--- src/rtl/spmv_row_collector.sv ---
// spmv_row_collector
//   Collects per-cycle partial-product beats from the SpMV multiplier and
//   sums every beat belonging to one output row into a DATA_W accumulator.
//   Each closed row is pushed as {row, sum} into a show-ahead result FIFO.
//   A valid/ready handshake drains the FIFO. The upstream multiplier cannot
//   be stalled, so lost entries or beats raise a sticky overflow flag.
//
//   Optional build macro: COLLECT_SKIP_ZERO_EN -- rows whose final sum is 0
//   are not pushed.
//
// Ports
//   clk        rising-edge clock
//   reset      asynchronous, active-low reset
//   valid      beat present this cycle
//   zeros      beat carries an empty row (op1/op2 ignored)
//   addrext    row index of the beat
//   op1, op2   two's-complement partial products
//   flush      one-cycle pulse closing the last row of a run
//   res_ready  consumer accepts the head entry
//   res_valid  FIFO not empty
//   res_row    row index of the head entry
//   res_data   row sum of the head entry
//   busy       state is not IDLE (registered)
//   done       one-cycle pulse when a flush completes
//   overflow   sticky: an entry or beat was dropped
module spmv_row_collector #(
  parameter int FIFO_DEPTH = 8,
  parameter int ROW_W      = 10,
  parameter int DATA_W     = 64
) (
  input  logic              clk,
  input  logic              reset,
  input  logic              valid,
  input  logic              zeros,
  input  logic [ROW_W-1:0]  addrext,
  input  logic [DATA_W-1:0] op1,
  input  logic [DATA_W-1:0] op2,
  input  logic              flush,
  input  logic              res_ready,
  output logic              res_valid,
  output logic [ROW_W-1:0]  res_row,
  output logic [DATA_W-1:0] res_data,
  output logic              busy,
  output logic              done,
  output logic              overflow
);

  localparam int AW = $clog2(FIFO_DEPTH);

  typedef enum logic [1:0] {IDLE, ACCUM, FLUSH} state_t;

  typedef struct packed {
    logic [ROW_W-1:0]  row;
    logic [DATA_W-1:0] data;
  } entry_t;

  state_t            state;
  logic [DATA_W-1:0] acc;
  logic [ROW_W-1:0]  cur_row;

  entry_t            mem [FIFO_DEPTH];
  logic [AW-1:0]     wr_ptr, rd_ptr;
  logic [AW:0]       count;

  logic [DATA_W-1:0] contrib;
  logic              close_req, push_req, pop, full, push_ok, push_drop;

  assign contrib = zeros ? '0 : op1 + op2;

  // A row closes on a row change while accumulating, or unconditionally in
  // FLUSH. In both cases the entry is the current {cur_row, acc}.
  always_comb begin
    close_req = 1'b0;
    case (state)
      ACCUM:   close_req = valid && (addrext != cur_row);
      FLUSH:   close_req = 1'b1;
      default: close_req = 1'b0;
    endcase
  end

`ifdef COLLECT_SKIP_ZERO_EN
  assign push_req = close_req && (acc != '0);
`else
  assign push_req = close_req;
`endif

  assign res_valid = (count != '0);
  assign pop       = res_valid && res_ready;
  assign full      = (count == (AW+1)'(FIFO_DEPTH));
  // A pop in the same cycle frees the slot, so a push into a full FIFO
  // still lands.
  assign push_ok   = push_req && (!full || pop);
  assign push_drop = push_req && full && !pop;

  assign res_row  = mem[rd_ptr].row;
  assign res_data = mem[rd_ptr].data;

  // Storage is reset so the head reads as zero out of reset.
  always_ff @(posedge clk or negedge reset) begin
    if (!reset) begin
      for (int i = 0; i < FIFO_DEPTH; i++) mem[i] <= '0;
    end else if (push_ok) begin
      mem[wr_ptr] <= '{row: cur_row, data: acc};
    end
  end

  always_ff @(posedge clk or negedge reset) begin
    if (!reset) begin
      wr_ptr <= '0;
      rd_ptr <= '0;
      count  <= '0;
    end else begin
      if (push_ok) wr_ptr <= wr_ptr + 1'b1;
      if (pop)     rd_ptr <= rd_ptr + 1'b1;
      case ({push_ok, pop})
        2'b10:   count <= count + 1'b1;
        2'b01:   count <= count - 1'b1;
        default: count <= count;
      endcase
    end
  end

  always_ff @(posedge clk or negedge reset) begin
    if (!reset) begin
      state    <= IDLE;
      acc      <= '0;
      cur_row  <= '0;
      busy     <= 1'b0;
      done     <= 1'b0;
      overflow <= 1'b0;
    end else begin
      done <= 1'b0;
      if (push_drop) overflow <= 1'b1;
      case (state)
        IDLE: begin
          if (valid) begin
            acc     <= contrib;
            cur_row <= addrext;
            state   <= flush ? FLUSH : ACCUM;
            busy    <= 1'b1;
          end else if (flush) begin
            done <= 1'b1;
          end
        end
        ACCUM: begin
          // The beat is processed before a coincident flush takes effect.
          if (valid) begin
            if (addrext == cur_row) begin
              acc <= acc + contrib;
            end else begin
              acc     <= contrib;
              cur_row <= addrext;
            end
          end
          if (flush) state <= FLUSH;
        end
        FLUSH: begin
          done  <= 1'b1;
          state <= IDLE;
          busy  <= 1'b0;
          // No beat may arrive while the last row is being pushed.
          if (valid) overflow <= 1'b1;
        end
        default: begin
          state <= IDLE;
          busy  <= 1'b0;
        end
      endcase
    end
  end

endmodule

--- config.mk ---
export PLATFORM = sky130hd
export DESIGN_NAME = spmv_row_collector
export DESIGN_NICKNAME = d
export VERILOG_FILES = /design/src/rtl/spmv_row_collector.sv
export SDC_FILE = /design/constraint.sdc
export NUM_CORES = 2
export LEC_CHECK = 0
export CAP_MARGIN = 10
export CORE_AREA = 4 4 232 279
export CTS_BUF_LIST = sky130_fd_sc_hd__clkbuf_4 sky130_fd_sc_hd__clkbuf_8
export CTS_CLUSTER_SIZE = 16
export DETAILED_ROUTE_END_ITERATION = 10
export DIE_AREA = 0 0 236 283
export PLACE_DENSITY = 0.84
export SYNTH_ARGS = -nofsm -noshare
export SYNTH_HDL_FRONTEND = slang
export SYNTH_SLANG_ARGS = --single-unit
--- constraint.sdc ---
create_clock -name clk -period 3.68 [get_ports clk]
set_clock_uncertainty 0.2 [all_clocks]
set_input_delay 0.368 -clock clk [delete_from_list [all_inputs] [get_ports clk]]
set_output_delay 0.368 -clock clk [all_outputs]
set_load 0.02 [all_outputs]
* After elaboration in Yosys (flattened, before gate mapping)
Cells that the tools add are included.
Storage, ports and cells: output and inout bits 78, word-level logic and storage cells 94, register bits 681, input port bits 144
Cells by class: add/subtract/negate cells 6, reduce and logical (&&, ||, !) cells 17, bitwise gates (word level) 3, equal/unequal tests 11, $lt $le $gt $ge 3, muxes and demuxes 29
Operator list (count):
- bitwise mux 592 bit | 1
- two-way mux 64 bit | 4
- binary-select mux 74 bit (select 3 bit) | 1
- demux 74 bit (select 3 bit) | 1
- two-way mux 74 bit | 3
- adder 64 bit | 2
- case mux 64 bit (2 select lines) | 1
- two-way mux 10 bit | 3
- case mux 10 bit (2 select lines) | 1
- equality test 10 bit | 1
- inequality test 10 bit | 1
- >= comparator 4 bit, second input constant | 2
- inequality test 2 bit, second input constant | 4
- NOT 3 -> 4 bit | 2
- case mux 4 bit (2 select lines) | 1
- adder 3 x 1 -> 3 bit, second input constant | 2
- logical AND 1 bit | 6
- two-way mux 1 bit | 6
- two-way mux 2 bit | 3
- case mux 1 bit (2 select lines) | 3
- adder 4 x 1 -> 4 bit, second input constant | 1
- equality test 2 x 1 -> 1 bit, second input constant | 2
- equality test 2 bit, second input constant | 2
- equality test 4 bit, second input constant | 1
- 12 further kinds | 15

* Depth between registers and ports, before layout
depth after elaboration 8, mapped depth 25, mapped depth without buffers 24

* Worst setup path before layout
No wires, ideal clock.
path kind input port to flip-flop, from input op1[0], to register acc[60], arrival 4.887 ns, setup time 0.121 ns, required time 3.359 ns, path buffers 1, slack -1.528 ns, stages on the path 23, cells stage by stage ha_1 > inv_1 > fa_1 > nor2b_1 > o31a_1 > o211a_1 > a221o_1 > a41o_1 > a21boi_0 > xor2_1 > nor2_1 > ha_1 > clkbuf_1 > nand4_1 > or3_1 > nor3_1 > a31oi_2 > o21ai_2 > nand4_1 > a31oi_1 > xnor2_1 > o32ai_1 > a22o_1
On the way: longest elaborated chain between the ends 6, elaborated cells between the ends (all ways) 7, those cells by class add/sub: 2; mux: 5
RTL lines:
- from (decl) | RTL line 36 | input logic [DATA_W-1:0] op1,
- adder 64 bit (*) | RTL line 68 | assign contrib = zeros ? '0 : op1 + op2;
- two-way mux 64 bit (*) | RTL line 68
- adder 64 bit | RTL line 149 | acc <= acc + contrib;
- two-way mux 64 bit | RTL line 148 | if (addrext == cur_row) begin
- two-way mux 64 bit | RTL line 147 | if (valid) begin
- case mux 64 bit (2 select lines) (*) | RTL line 134 | case (state)
- to (signal assigned) | RTL line 137 | acc <= contrib;
- to (signal assigned) | RTL line 149
- to (signal assigned) | RTL line 151 | acc <= contrib;
- to (decl) | RTL line 58 | logic [DATA_W-1:0] acc;
Mark *: on every way between the ends. The rest lies on a longest branch, timed or not. The select of a mux whose other input is x is not followed. A chain may end at the register's enable or synchronous reset.

* Worst setup path in the final report
from input op2[0], to register acc[36]
On the way: longest elaborated chain between the ends 6, elaborated cells between the ends (all ways) 7, those cells by class add/sub: 2; mux: 5
RTL lines:
- from (decl) | RTL line 37 | input logic [DATA_W-1:0] op2,
- adder 64 bit (*) | RTL line 68
- two-way mux 64 bit (*) | RTL line 68
- adder 64 bit | RTL line 149
- two-way mux 64 bit | RTL line 148
- two-way mux 64 bit | RTL line 147
- case mux 64 bit (2 select lines) (*) | RTL line 134
Marks and branches as above.

==> summary.md <==
| Metric | Value |
|---|---|
| Standard-cell rows | 100 |
| Die area | 66800 um2 |
| Parity-gate share of the synthesized area counting xor and xnor cells | 2.96% |
| Cell with the most instances after synthesis | sky130_fd_sc_hd__dfrtp_1 |
| Number of warnings issued by yosys | 0 |
| Path class of the lowest-slack min-delay path | in -> reg |
| Mux share of post-synthesis cell area | 28.9% |
| Overall routed net length | 142000 um |
| Crit path largest cell delay | 0.46 ns |
| Count of flip-flops with a built-in enable after synthesis | 0 |
| Overflow left after global routing | 0 |
| Combinational family with the most area after synthesis | multiplexers |
| Pre-Repair DR Iteration Count | 8 |
| Placed instance area | 46100 um2 |
| Residual DRC | 0 |
| Synthesized cell area | 38200 um2 |
| TritonCTS clock tree | built |
| Synth area leaders | sky130_fd_sc_hd__dfrtp_1 (45%), sky130_fd_sc_hd__mux2_2 (20%), sky130_fd_sc_hd__mux4_2 (8.7%) |
| Share of cells above drive strength 1 | 53.5% |
| Vias after detailed routing | 33400 |
| Layout net count | 4320 |
| Via-to-Cell Ratio | 6.75 |
| Worst Slack Setup Final | -1.14 ns |
| Max-cap violations | 0 |
| Net Count, Synth | 3409 |
| Cell type with the highest aggregate area in the netlist | sky130_fd_sc_hd__dfrtp_1 |
| Number of flip-flops and latches in the synthesized netlist | 681 |
| Overall fraction of global-route tracks in use | 38.6% |
| Count of filler cells inserted in the layout | 2836 |
| First-pass GRT wire length | 203000 um |
| Total number of H-tree levels | 3 |
| Share of synthesized cell area in and, or, nand and nor gates | 6.05% |
| Clock period minus worst slack | 4.82 ns |
| Startpoint types | primary input |
| Proportion of synthesized chip area in sequential cells | 44.7% |
| Top_reg_cell synth | sky130_fd_sc_hd__dfrtp_1 |
| Buffers from clock root to sink, at most | 3 |
| Distinct cells, synth | 83 |
| Clock edge transition at the registers on the reported setup and hold paths | 0.07 ns |
| Leakage power | 0.0249 uW |
| Crit. End Element | flip-flop |
| Avg Synthesized Cell Area | 12.2 um2 |
| Root buffer selected by CTS | sky130_fd_sc_hd__clkbuf_8 |
| Setup repair after global routing missed its margin | true |
| Async SR Flop Fraction | 100% |
| Transition at the pin with the smallest max-transition slack | 1.20 ns |
| Effective utilization at floorplan | 61.6% |
| Number of I/O port buffers | 221 |
| Fmax achieved | 0.208 GHz |
| Number of failing hold endpoints at the final stage | 0 |
| Number of placed instances with taps included | 4601 |
| Vias in the first global route | 35200 |
| Max VDD drop | 0.417 mV |
| Number of nets still failing antenna checks after routing | 0 |
| Final critical-path share of the clock period | 131% |
| Num CTS Buffers | 101 |
| Final Instance Count excl. Fillers | 4946 |
| Share of Yosys cell area claimed by the top area cell type | 44.7% |
| Area Growth Syn to Fin | 36.7% |
| Drt initial violations | 3754 |
| Horizontal die dimension | 236 um |
| Most common library cells after synthesis | sky130_fd_sc_hd__dfrtp_1 (681), sky130_fd_sc_hd__mux2_2 (679), sky130_fd_sc_hd__a21oi_1 (179) |
| Syn Inst Count | 3129 |
| Slew headroom | 19.6% |
| PD cells | 785 nW/um2 |
| Post-detail-place hpwl | 79200 um |
| Critical Setup Path Class | in -> reg |
| Count of endpoints failing setup in the final report | 57 |
| CP max FO | 5 |
| Routability congestion estimate from global placement | 0.958 |
| Worst hold slack after final layout | 0.0535 ns |
| Run status | complete, but fails checks |
| Sink Count | 681 |
| Number of I/O pins | 222 |
| Share of the core filled with cells in the final layout | 84.2% |
| Die Span Y | 283 um |
| Cell with the largest stage delay on the worst path | sky130_fd_sc_hd__a211oi_4 |
| Clock Latency Late Sink | 0.74 ns |
| Violations in the final reports | setup timing |
| Largest net degree at the start of global routing | 113 |
| Req. time, crit path | 4.03 ns |
| Mean routed wirelength per cell | 28.7 um |
| Adder and majority gate portion of the synthesized area | 4.52% |
| Total core area | 61900 um2 |
| Number of antenna violations at the first check in global routing | 3 |
| Worst slack at placement | -2.31 ns |
| Most frequent cell on the critical path | sky130_fd_sc_hd__buf_6 |
| Complex-gate fraction of the synthesized area | 10.2% |
| WP data arrival | 5.17 ns |
| Cell area after layout | 52200 um2 |
| Max-slew violations | 0 |
placed cells by master (no fill, tap or decap), types with 26 or more instances in the layout:
cell,count
sky130_fd_sc_hd__nand4_1,40
sky130_fd_sc_hd__o21ai_0,49
sky130_fd_sc_hd__mux4_2,148
sky130_fd_sc_hd__o21ai_1,40
sky130_fd_sc_hd__buf_6,72
sky130_fd_sc_hd__clkbuf_4,31
sky130_fd_sc_hd__nor2_1,125
sky130_fd_sc_hd__o21ai_2,26
sky130_fd_sc_hd__buf_4,676
sky130_fd_sc_hd__clkdlybuf4s50_1,129
sky130_fd_sc_hd__dlymetal6s2s_1,32
sky130_fd_sc_hd__nand2_1,143
sky130_fd_sc_hd__mux2_2,679
sky130_fd_sc_hd__a21oi_1,107
sky130_fd_sc_hd__dlygate4sd2_1,41
sky130_fd_sc_hd__dfrtp_1,673
sky130_fd_sc_hd__a21oi_2,62
sky130_fd_sc_hd__a21o_1,90
sky130_fd_sc_hd__inv_1,36
sky130_fd_sc_hd__buf_12,39
sky130_fd_sc_hd__xor2_1,41
sky130_fd_sc_hd__xnor2_1,58
sky130_fd_sc_hd__nor2_2,33
sky130_fd_sc_hd__clkbuf_8,132
sky130_fd_sc_hd__ha_4,43
sky130_fd_sc_hd__ha_1,86
worst max-delay path, delay by kind of cell:
family	cells	cell delay (ns)
buf+inv	8	0.89
compound gates	8	2.06
xor+xnor	2	0.25
simple gates	6	0.86
fa+ha+maj	3	0.69
power breakdown:
part           internal [uW]  switching, uW  leakage [uW]
logic                  10500           9890        0.0147
clock network           3690           3310       0.00119
registers              10200           3310       0.00909
metal layers:
| metal | wire length [um] | up-vias | track usage (%) |
|---|---|---|---|
| met2 | 69000 | 2546 | 65.5 |
| met1 | 49100 | 16500 | 46.0 |
| met4 | 10900 | 0 | 22.1 |
| met3 | 13100 | 905 | 7.97 |
| met5 | 0 | - | 0 |
| li1 | - | 13500 | - |
kinds of logic after synthesis:
family,count (synthesis)
xor+xnor,129
simple gates,507
flops,681
buf+inv,250
compound gates,595
fa+ha+maj,136
mux,831
per-stage QoR:
stage / power (uW) / setup TNS, ns
5_1_grt: 42100 / -45.76
6_report: 40900 / -40.90
4_1_cts: 38400 / -26.47
3_3_place_gp: 28400 / -112.65
2_1_floorplan: 22200 / -35.08
3_5_place_dp: 29500 / -154.10
what timing repair did:
action	4_1_cts	5_1_grt
hold buffers	1	0
endpoints found under the setup margin	195	591
setup buffers	134	63
gates resized for setup	433	248
endpoints found under the hold margin	94	0
pin swaps	252	208
gates cloned	2	1
cell type report:
class | count | area [um2] | share of cell area [%]
diodes | 6 | 15.0 | 0.0288
clock buffers | 163 | 2050 | 3.93
clock inverters | 24 | 210 | 0.403
inverters | 42 | 160 | 0.307
multi-input cells | 2198 | 22600 | 43.3
flip-flops and latches | 681 | 17100 | 32.7
well taps | 816 | 1020 | 1.96
repair buffers | 1016 | 9080 | 17.4
path summary, 6_finish.rpt:
| path | start | depth (start not counted) | to | slack [ns] |
|---|---|---|---|---|
| worst max-delay path | op2[0] | 27 | acc[36] | -1.14 |
| worst min-delay path | op1[0] | 5 | acc[0] | 0.05 |
| worst max register to register | acc[2] | 14 | acc[41] | -0.35 |
| worst min register to register | mem[426] | 1 | mem[426] | 0.30 |
| max in group asynchronous | reset | 3 | mem[500] | 1.94 |
| min in group asynchronous | reset | 2 | mem[247] | 0.12 |
registers in the layout (all words and copies together), names as in the netlist:
signal    flops
state         2
rd_ptr        3
mem         592
count         4
busy          1
done          1
acc          64
overflow      1
wr_ptr        3
cur_row      10
(Power assumes the default switching activity.)
